$ cat config.mk
export PLATFORM = sky130hd
export DESIGN_NAME = product_display
export DESIGN_NICKNAME = d
export VERILOG_FILES = /design/src/rtl/product_display_pkg.sv /design/src/rtl/product_display_seg7_decoder.sv /design/src/rtl/product_display.sv
export SDC_FILE = /design/constraint.sdc
export NUM_CORES = 1
export LEC_CHECK = 0
export ABC_AREA = 1
export ABC_CLOCK_PERIOD_IN_PS = 2000
export BUFFER_PORTS_ARGS = -buffer_cell sky130_fd_sc_hd__buf_4
export CAP_MARGIN = 20
export CORE_ASPECT_RATIO = 0.9
export CORE_MARGIN = 5
export CORE_UTILIZATION = 40
export CTS_BUF_LIST = sky130_fd_sc_hd__clkbuf_2
export CTS_CLUSTER_DIAMETER = 120
export CTS_CLUSTER_SIZE = 25
export DETAILED_ROUTE_END_ITERATION = 7
export PLACE_DENSITY_LB_ADDON = 0.08
export SLEW_MARGIN = 20
export SYNTH_ARGS = -nofsm -noshare
export SYNTH_HDL_FRONTEND = slang
export SYNTH_SLANG_ARGS = --single-unit
$ cat constraint.sdc
create_clock -name clk -period 2 [get_ports clk]
set_input_delay 0.1 -clock clk [delete_from_list [all_inputs] [get_ports clk]]
set_output_delay 0.1 -clock clk [all_outputs]
set_load 0.03 [all_outputs]
$ cat src/rtl/product_display_pkg.sv
// Shared constants for the product display: digit codes, segment patterns,
// FSM states and the double-dabble nibble adjust.
package product_display_pkg;

    localparam int BCD_W = 20;

    localparam logic [3:0] DIG_MINUS = 4'hA;
    localparam logic [3:0] DIG_BLANK = 4'hF;

    // Segment order {g,f,e,d,c,b,a}, active-low
    localparam logic [6:0] SEG_0     = 7'h40;
    localparam logic [6:0] SEG_1     = 7'h79;
    localparam logic [6:0] SEG_2     = 7'h24;
    localparam logic [6:0] SEG_3     = 7'h30;
    localparam logic [6:0] SEG_4     = 7'h19;
    localparam logic [6:0] SEG_5     = 7'h12;
    localparam logic [6:0] SEG_6     = 7'h02;
    localparam logic [6:0] SEG_7     = 7'h78;
    localparam logic [6:0] SEG_8     = 7'h00;
    localparam logic [6:0] SEG_9     = 7'h10;
    localparam logic [6:0] SEG_MINUS = 7'h3F;
    localparam logic [6:0] SEG_BLANK = 7'h7F;

    typedef enum logic [1:0] {
        ST_IDLE   = 2'd0,
        ST_SHIFT  = 2'd1,
        ST_COMMIT = 2'd2
    } state_e;

    function automatic logic [BCD_W-1:0] dabble_adjust(input logic [BCD_W-1:0] b);
        logic [BCD_W-1:0] r;
        r = b;
        for (int i = 0; i < BCD_W/4; i++) begin
            if (b[i*4 +: 4] >= 4'd5) r[i*4 +: 4] = b[i*4 +: 4] + 4'd3;
        end
        return r;
    endfunction

endpackage

$ cat src/rtl/product_display_seg7_decoder.sv
// Digit code to active-low 7-segment pattern; unknown codes are blank.
module seg7_decoder
    import product_display_pkg::*;
(
    input  logic [3:0] code_i,
    output logic [6:0] seg_o
);

    always_comb begin
        seg_o = SEG_BLANK;
        case (code_i)
            4'd0:      seg_o = SEG_0;
            4'd1:      seg_o = SEG_1;
            4'd2:      seg_o = SEG_2;
            4'd3:      seg_o = SEG_3;
            4'd4:      seg_o = SEG_4;
            4'd5:      seg_o = SEG_5;
            4'd6:      seg_o = SEG_6;
            4'd7:      seg_o = SEG_7;
            4'd8:      seg_o = SEG_8;
            4'd9:      seg_o = SEG_9;
            DIG_MINUS: seg_o = SEG_MINUS;
            default:   seg_o = SEG_BLANK;
        endcase
    end

endmodule

$ cat src/rtl/product_display.sv
// Captures a signed 16-bit product, converts it to sign + BCD sequentially and
// scans it onto a 4-digit multiplexed 7-segment display.
module product_display
    import product_display_pkg::*;
#(
    parameter int REFRESH_CNT = 100000,
    parameter bit BLANK_ZEROS = 1'b1
) (
    input  logic        clk,
    input  logic        rst_n,
    input  logic [15:0] product,
    input  logic        load,
    output logic        busy,
    output logic        ovf,
    output logic [6:0]  seg,
    output logic        dp,
    output logic [3:0]  an
);

    localparam int CNT_W = (REFRESH_CNT > 1) ? $clog2(REFRESH_CNT) : 1;

    state_e             state_q, state_d;
    logic               sign_q, sign_d;
    logic [15:0]        mag_q, mag_d;
    logic [BCD_W-1:0]   bcd_q, bcd_d;
    logic [3:0]         shcnt_q, shcnt_d;
    logic [3:0][3:0]    disp_q, disp_d;
    logic               ovf_q, ovf_d;
    logic [BCD_W+15:0]  shifted;

    logic [3:0][3:0]    fmt_code;
    logic               fmt_ovf, fmt_lead, fmt_placed;

    logic [CNT_W-1:0]   cnt_q;
    logic [1:0]         idx_q;
    logic [3:0]         an_q;
    logic [6:0]         seg_q, seg_dec;

    always_ff @(posedge clk) begin
        if (!rst_n) begin
            state_q <= ST_IDLE;
            sign_q  <= 1'b0;
            mag_q   <= '0;
            bcd_q   <= '0;
            shcnt_q <= '0;
            disp_q  <= {DIG_BLANK, DIG_BLANK, DIG_BLANK, 4'd0};
            ovf_q   <= 1'b0;
        end else begin
            state_q <= state_d;
            sign_q  <= sign_d;
            mag_q   <= mag_d;
            bcd_q   <= bcd_d;
            shcnt_q <= shcnt_d;
            disp_q  <= disp_d;
            ovf_q   <= ovf_d;
        end
    end

    always_comb begin
        state_d = state_q;
        sign_d  = sign_q;
        mag_d   = mag_q;
        bcd_d   = bcd_q;
        shcnt_d = shcnt_q;
        disp_d  = disp_q;
        ovf_d   = ovf_q;
        shifted = {dabble_adjust(bcd_q), mag_q} << 1;
        case (state_q)
            ST_SHIFT: begin
                bcd_d   = shifted[BCD_W+15:16];
                mag_d   = shifted[15:0];
                shcnt_d = shcnt_q + 4'd1;
                if (shcnt_q == 4'd15) state_d = ST_COMMIT;
            end
            ST_COMMIT: begin
                disp_d  = fmt_code;
                ovf_d   = fmt_ovf;
                state_d = ST_IDLE;
            end
            default: ;
        endcase
        // A new load always wins, even mid-conversion or in the commit cycle.
        if (load) begin
            sign_d  = product[15];
            mag_d   = product[15] ? (~product + 16'd1) : product;
            bcd_d   = '0;
            shcnt_d = '0;
            state_d = ST_SHIFT;
        end
    end

    always_comb begin
        fmt_code    = '0;
        fmt_ovf     = 1'b0;
        fmt_lead    = 1'b1;
        fmt_placed  = 1'b0;
        fmt_code[0] = bcd_q[3:0];
        for (int i = 3; i >= 1; i--) begin
            if (BLANK_ZEROS && fmt_lead && bcd_q[i*4 +: 4] == 4'd0) begin
                fmt_code[i] = DIG_BLANK;
            end else begin
                fmt_code[i] = bcd_q[i*4 +: 4];
                fmt_lead    = 1'b0;
            end
        end
        // Minus sits in the lowest blanked slot, i.e. just left of the leading digit.
        if (sign_q) begin
            if (BLANK_ZEROS) begin
                for (int i = 1; i <= 3; i++) begin
                    if (!fmt_placed && fmt_code[i] == DIG_BLANK) begin
                        fmt_code[i] = DIG_MINUS;
                        fmt_placed  = 1'b1;
                    end
                end
            end else begin
                fmt_code[3] = DIG_MINUS;
            end
        end
        if (sign_q ? (bcd_q[BCD_W-1:12] != '0) : (bcd_q[BCD_W-1:16] != '0)) begin
            fmt_code = {4{DIG_MINUS}};
            fmt_ovf  = 1'b1;
        end
    end

    seg7_decoder u_dec (
        .code_i (disp_q[idx_q]),
        .seg_o  (seg_dec)
    );

    always_ff @(posedge clk) begin
        if (!rst_n) begin
            cnt_q <= '0;
            idx_q <= '0;
            an_q  <= 4'b1111;
            seg_q <= SEG_BLANK;
        end else begin
            if (cnt_q == CNT_W'(REFRESH_CNT - 1)) begin
                cnt_q <= '0;
                idx_q <= idx_q + 2'd1;
            end else begin
                cnt_q <= cnt_q + CNT_W'(1);
            end
            an_q  <= ~(4'b0001 << idx_q);
            seg_q <= seg_dec;
        end
    end

    assign busy = (state_q != ST_IDLE);
    assign ovf  = ovf_q;
    assign an   = an_q;
    assign seg  = seg_q;
    assign dp   = 1'b1;

endmodule

==> impl_metrics.csv <==
group,metric,value,unit
synth,synth_ff_type,"dfxtp_1",
drt,wl_per_cell,12.55,um
cts,root_buffer,"clkbuf_2",
critical_path,rrSetupSlack,210,ps
sta,rsz0062_at_grt,"false",
finish,seqCellArea,1803,um^2
global_route,grt_use_total,16.74,%
drt,drt_iter0_markers,271,
place,dp_hpwl,8.478,mm
drt,drcViolationCount,0,
floorplan,rows,38,
critical_path,crit_path_end_kind,"flop",
critical_path,path_max_fanout,17,
sta,drv_slew,0,
critical_path,required,2530,ps
synth,synthTopCellsByArea,"dfxtp_1, nand2_1, a21oi_1",
finish,final_common_cell,"nand2_1",
finish,insertedDiodeCount,0,
sta,tightest_slew,744.7,ps
critical_path,worstPathArrival,2440,ps
power_and_ir_drop,vdd_ir_drop_max,0.4828,mV
synth,yosysTopAreaCellShare,37.26,%
critical_path,rr_endpoint,"disp_q[5]$_SDFFE_PN1P_",
finish,multi_input_area,2628,um^2
synth,synth.distinct_cells,44,
synth,synth_fp_nets,744,
finish,drive_gt1_share,11.89,%
sta,finalHoldViolCount,0,
synth,postSynthAreaPerCell,6.899,um^2
finish,syn_to_final_growth,16.27,%
cts,path_clk_slew,260,ps
min_path,hp-start,"product[9]",
drt,dr.pass1.iters,4,
critical_path,start_kind,"input port",
min_path,min_path_cells,8,
min_path,hp-class,"in2reg",
critical_path,critPathKind,"in2reg",
sta,finalCritPeriodShare,95.69,%
synth,syn_inst,701,
synth,yosysWarnings,0,
synth,ys_seq_area_share,37.26,%
drt,postRouteAntennaNets,0,
finish,nets,795,
finish,instances_no_fill,917,
cts,cts_sinks,90,
sta,setup_tns,0,ps
cts,cts_setup_buffers,0,
sta,setup_viol_count_final,0,
global_route,antenna_found_initial,0,
place,io_buffers,31,
sta,slew_headroom,50.30,%
drt,viasPerCell,4.874,
min_path,hold_end,"mag_q[14]$_SDFFE_PN0P_",
synth,synth_edf_count,0,
floorplan,io_pins,33,
sta,fmax,522.5,MHz
critical_path,reg2reg_depth,11,
drt,wl,11.50,mm
synth,synth-async-reset-ratio,0,%
floorplan,die-area,14390,um^2
global_route,gr-total-overflow,0,
place,place_congestion,0.8857,
place,place_inst,878,
global_route,grt_pass1_vias,4241,
cts,cts.htree.levels,3,
sta,finClkSkew,34.64,ps
floorplan,die_w,125.9,um
floorplan,die_height,114.3,um
cts,cts_tree,"built",
drt,vias,4469,
floorplan,core,11930,um^2
power_and_ir_drop,cellPowerDensity,627.3,nW/um^2
floorplan,initial_core_util,40.52,%
synth,synth_area,4836,um^2
finish,nFillCells,1221,
outcome,status,"completed",
global_route,grt_pass1_wl,19.95,mm
synth,yosysTopAreaCell,"dfxtp_1",
synth,synth-seq-cells,90,
cts,worstSkewPairLatency,570,ps
run,cap_violations,0,
critical_path,crit_start,"load",
power_and_ir_drop,p_leak,0.002414,uW
finish,layout_common_cells,"nand2_1, dfxtp_1, a21oi_1, inv_1, o21ai_0",
cts,clock_path_buffers,2,
critical_path,r2r_start,"bcd_q[12]$_SDFFE_PP0P_",
sta,min_period,1914,ps
global_route,grt_max_degree,25,
cts,numCtsBuffers,9,
[power breakdown]
group / internal [uW] / switching [uW]
Clock: 547 / 632
Sequential: 1850 / 34.3
Combinational: 177 / 288
Total: 2570 / 954
[kinds of logic (layout without fill, tap and decap cells)]
logic type                 after synthesis  in the layout  share of synthesized area (%)
DFF                                     90             90                          37.26
adders and majority gates               24             24                          6.210
buffers and inverters                  104            160                          8.564
other                                    1              1                        0.07755
and+or+nand+nor                        320            320                          28.75
xor gates and xnor gates                14             14                          2.536
AOI/OAI and AO/OA                      148            148                          16.61
[worst max-delay path, cell delays in order]
cell and delay [ps]:
dlygate4sd3_1 530, buf_4 220, nand2_1 100, nor3_1 130, dlygate4sd3_1 560, nand4_1 90
dlygate4sd3_1 570, a21oi_1 140
[stage by stage]
step / setup WS, ps / util (%) / hold WS, ps / area, um^2 / total power [uW]
floorplan: 446.3 / - / 249.0 / 4836 / 2210
global placement: 217.5 / 43.73 / 387.5 / 5219 / 2340
detailed placement: 205.1 / 43.73 / 391.8 / 5219 / 2345
CTS: 131.9 / 47.04 / 23.72 / 5614 / 3585
global route: 9.505 / 47.12 / 85.14 / 5623 / 3730
finish: 86.17 / 47.12 / 94.10 / 5623 / 3528
[cell type report]
type	count	share of cell area (%)
Tap cell	160	3.560
Inverter	83	5.541
Sequential cell	90	32.07
Multi-Input combinational cell	507	46.73
Clock inverter	6	2.047
Clock buffer	10	0.8901
Timing Repair Buffer	61	9.168
[synth_stat cells (4+ instances only)]
cell type,instances
nand3_1,35
nor3_1,13
ha_1,24
a21oi_1,78
inv_2,10
o211ai_1,4
buf_2,7
nand2_2,8
xor2_1,11
dfxtp_1,90
nor2_1,46
o221ai_1,4
nand2_1,188
o21ai_0,49
inv_1,71
clkbuf_1,8
or2_2,4
nand4_1,7
[sequential cells by signal, summed over array words and instances, names as in the netlist]
signal,cells
an,4
bcd_q,20
cnt_q,17
disp_q,16
idx_q,2
mag_q,16
ovf,1
seg,7
shcnt_q,4
sign_q,1
state_q,2
[metal layers]
layer	wire (um)	global-route usage, %	share of wire, %
met2	4649	24.81	40
met1	6197	24.47	54
met3	573	4.711	5.0
met4	84	3.217	0.73
met5	0	0	0
[what timing repair did]
action	in CTS	in global routing
hold endpoints to repair	30	0
gates resized for setup	0	4
setup endpoints to repair	0	10
hold buffers	23	0
[worst max-delay path by stage]
stage / to / slack, ps / depth (start not counted)
final: mag_q[15]$_SDFFE_PN0P_ / 90 / 8
after global routing: disp_q[6]$_SDFFE_PN1P_ / 10 / 11
after detailed placement: seg[0]$_SDFF_PN1_ / 210 / 10
after floorplan: disp_q[12]$_SDFFE_PN1P_ / 450 / 11
after global placement: seg[0]$_SDFF_PN1_ / 220 / 10
after CTS: seg[4]$_SDFF_PN1_ / 130 / 9
No activity file was read; power rests on OpenSTA's default activity.
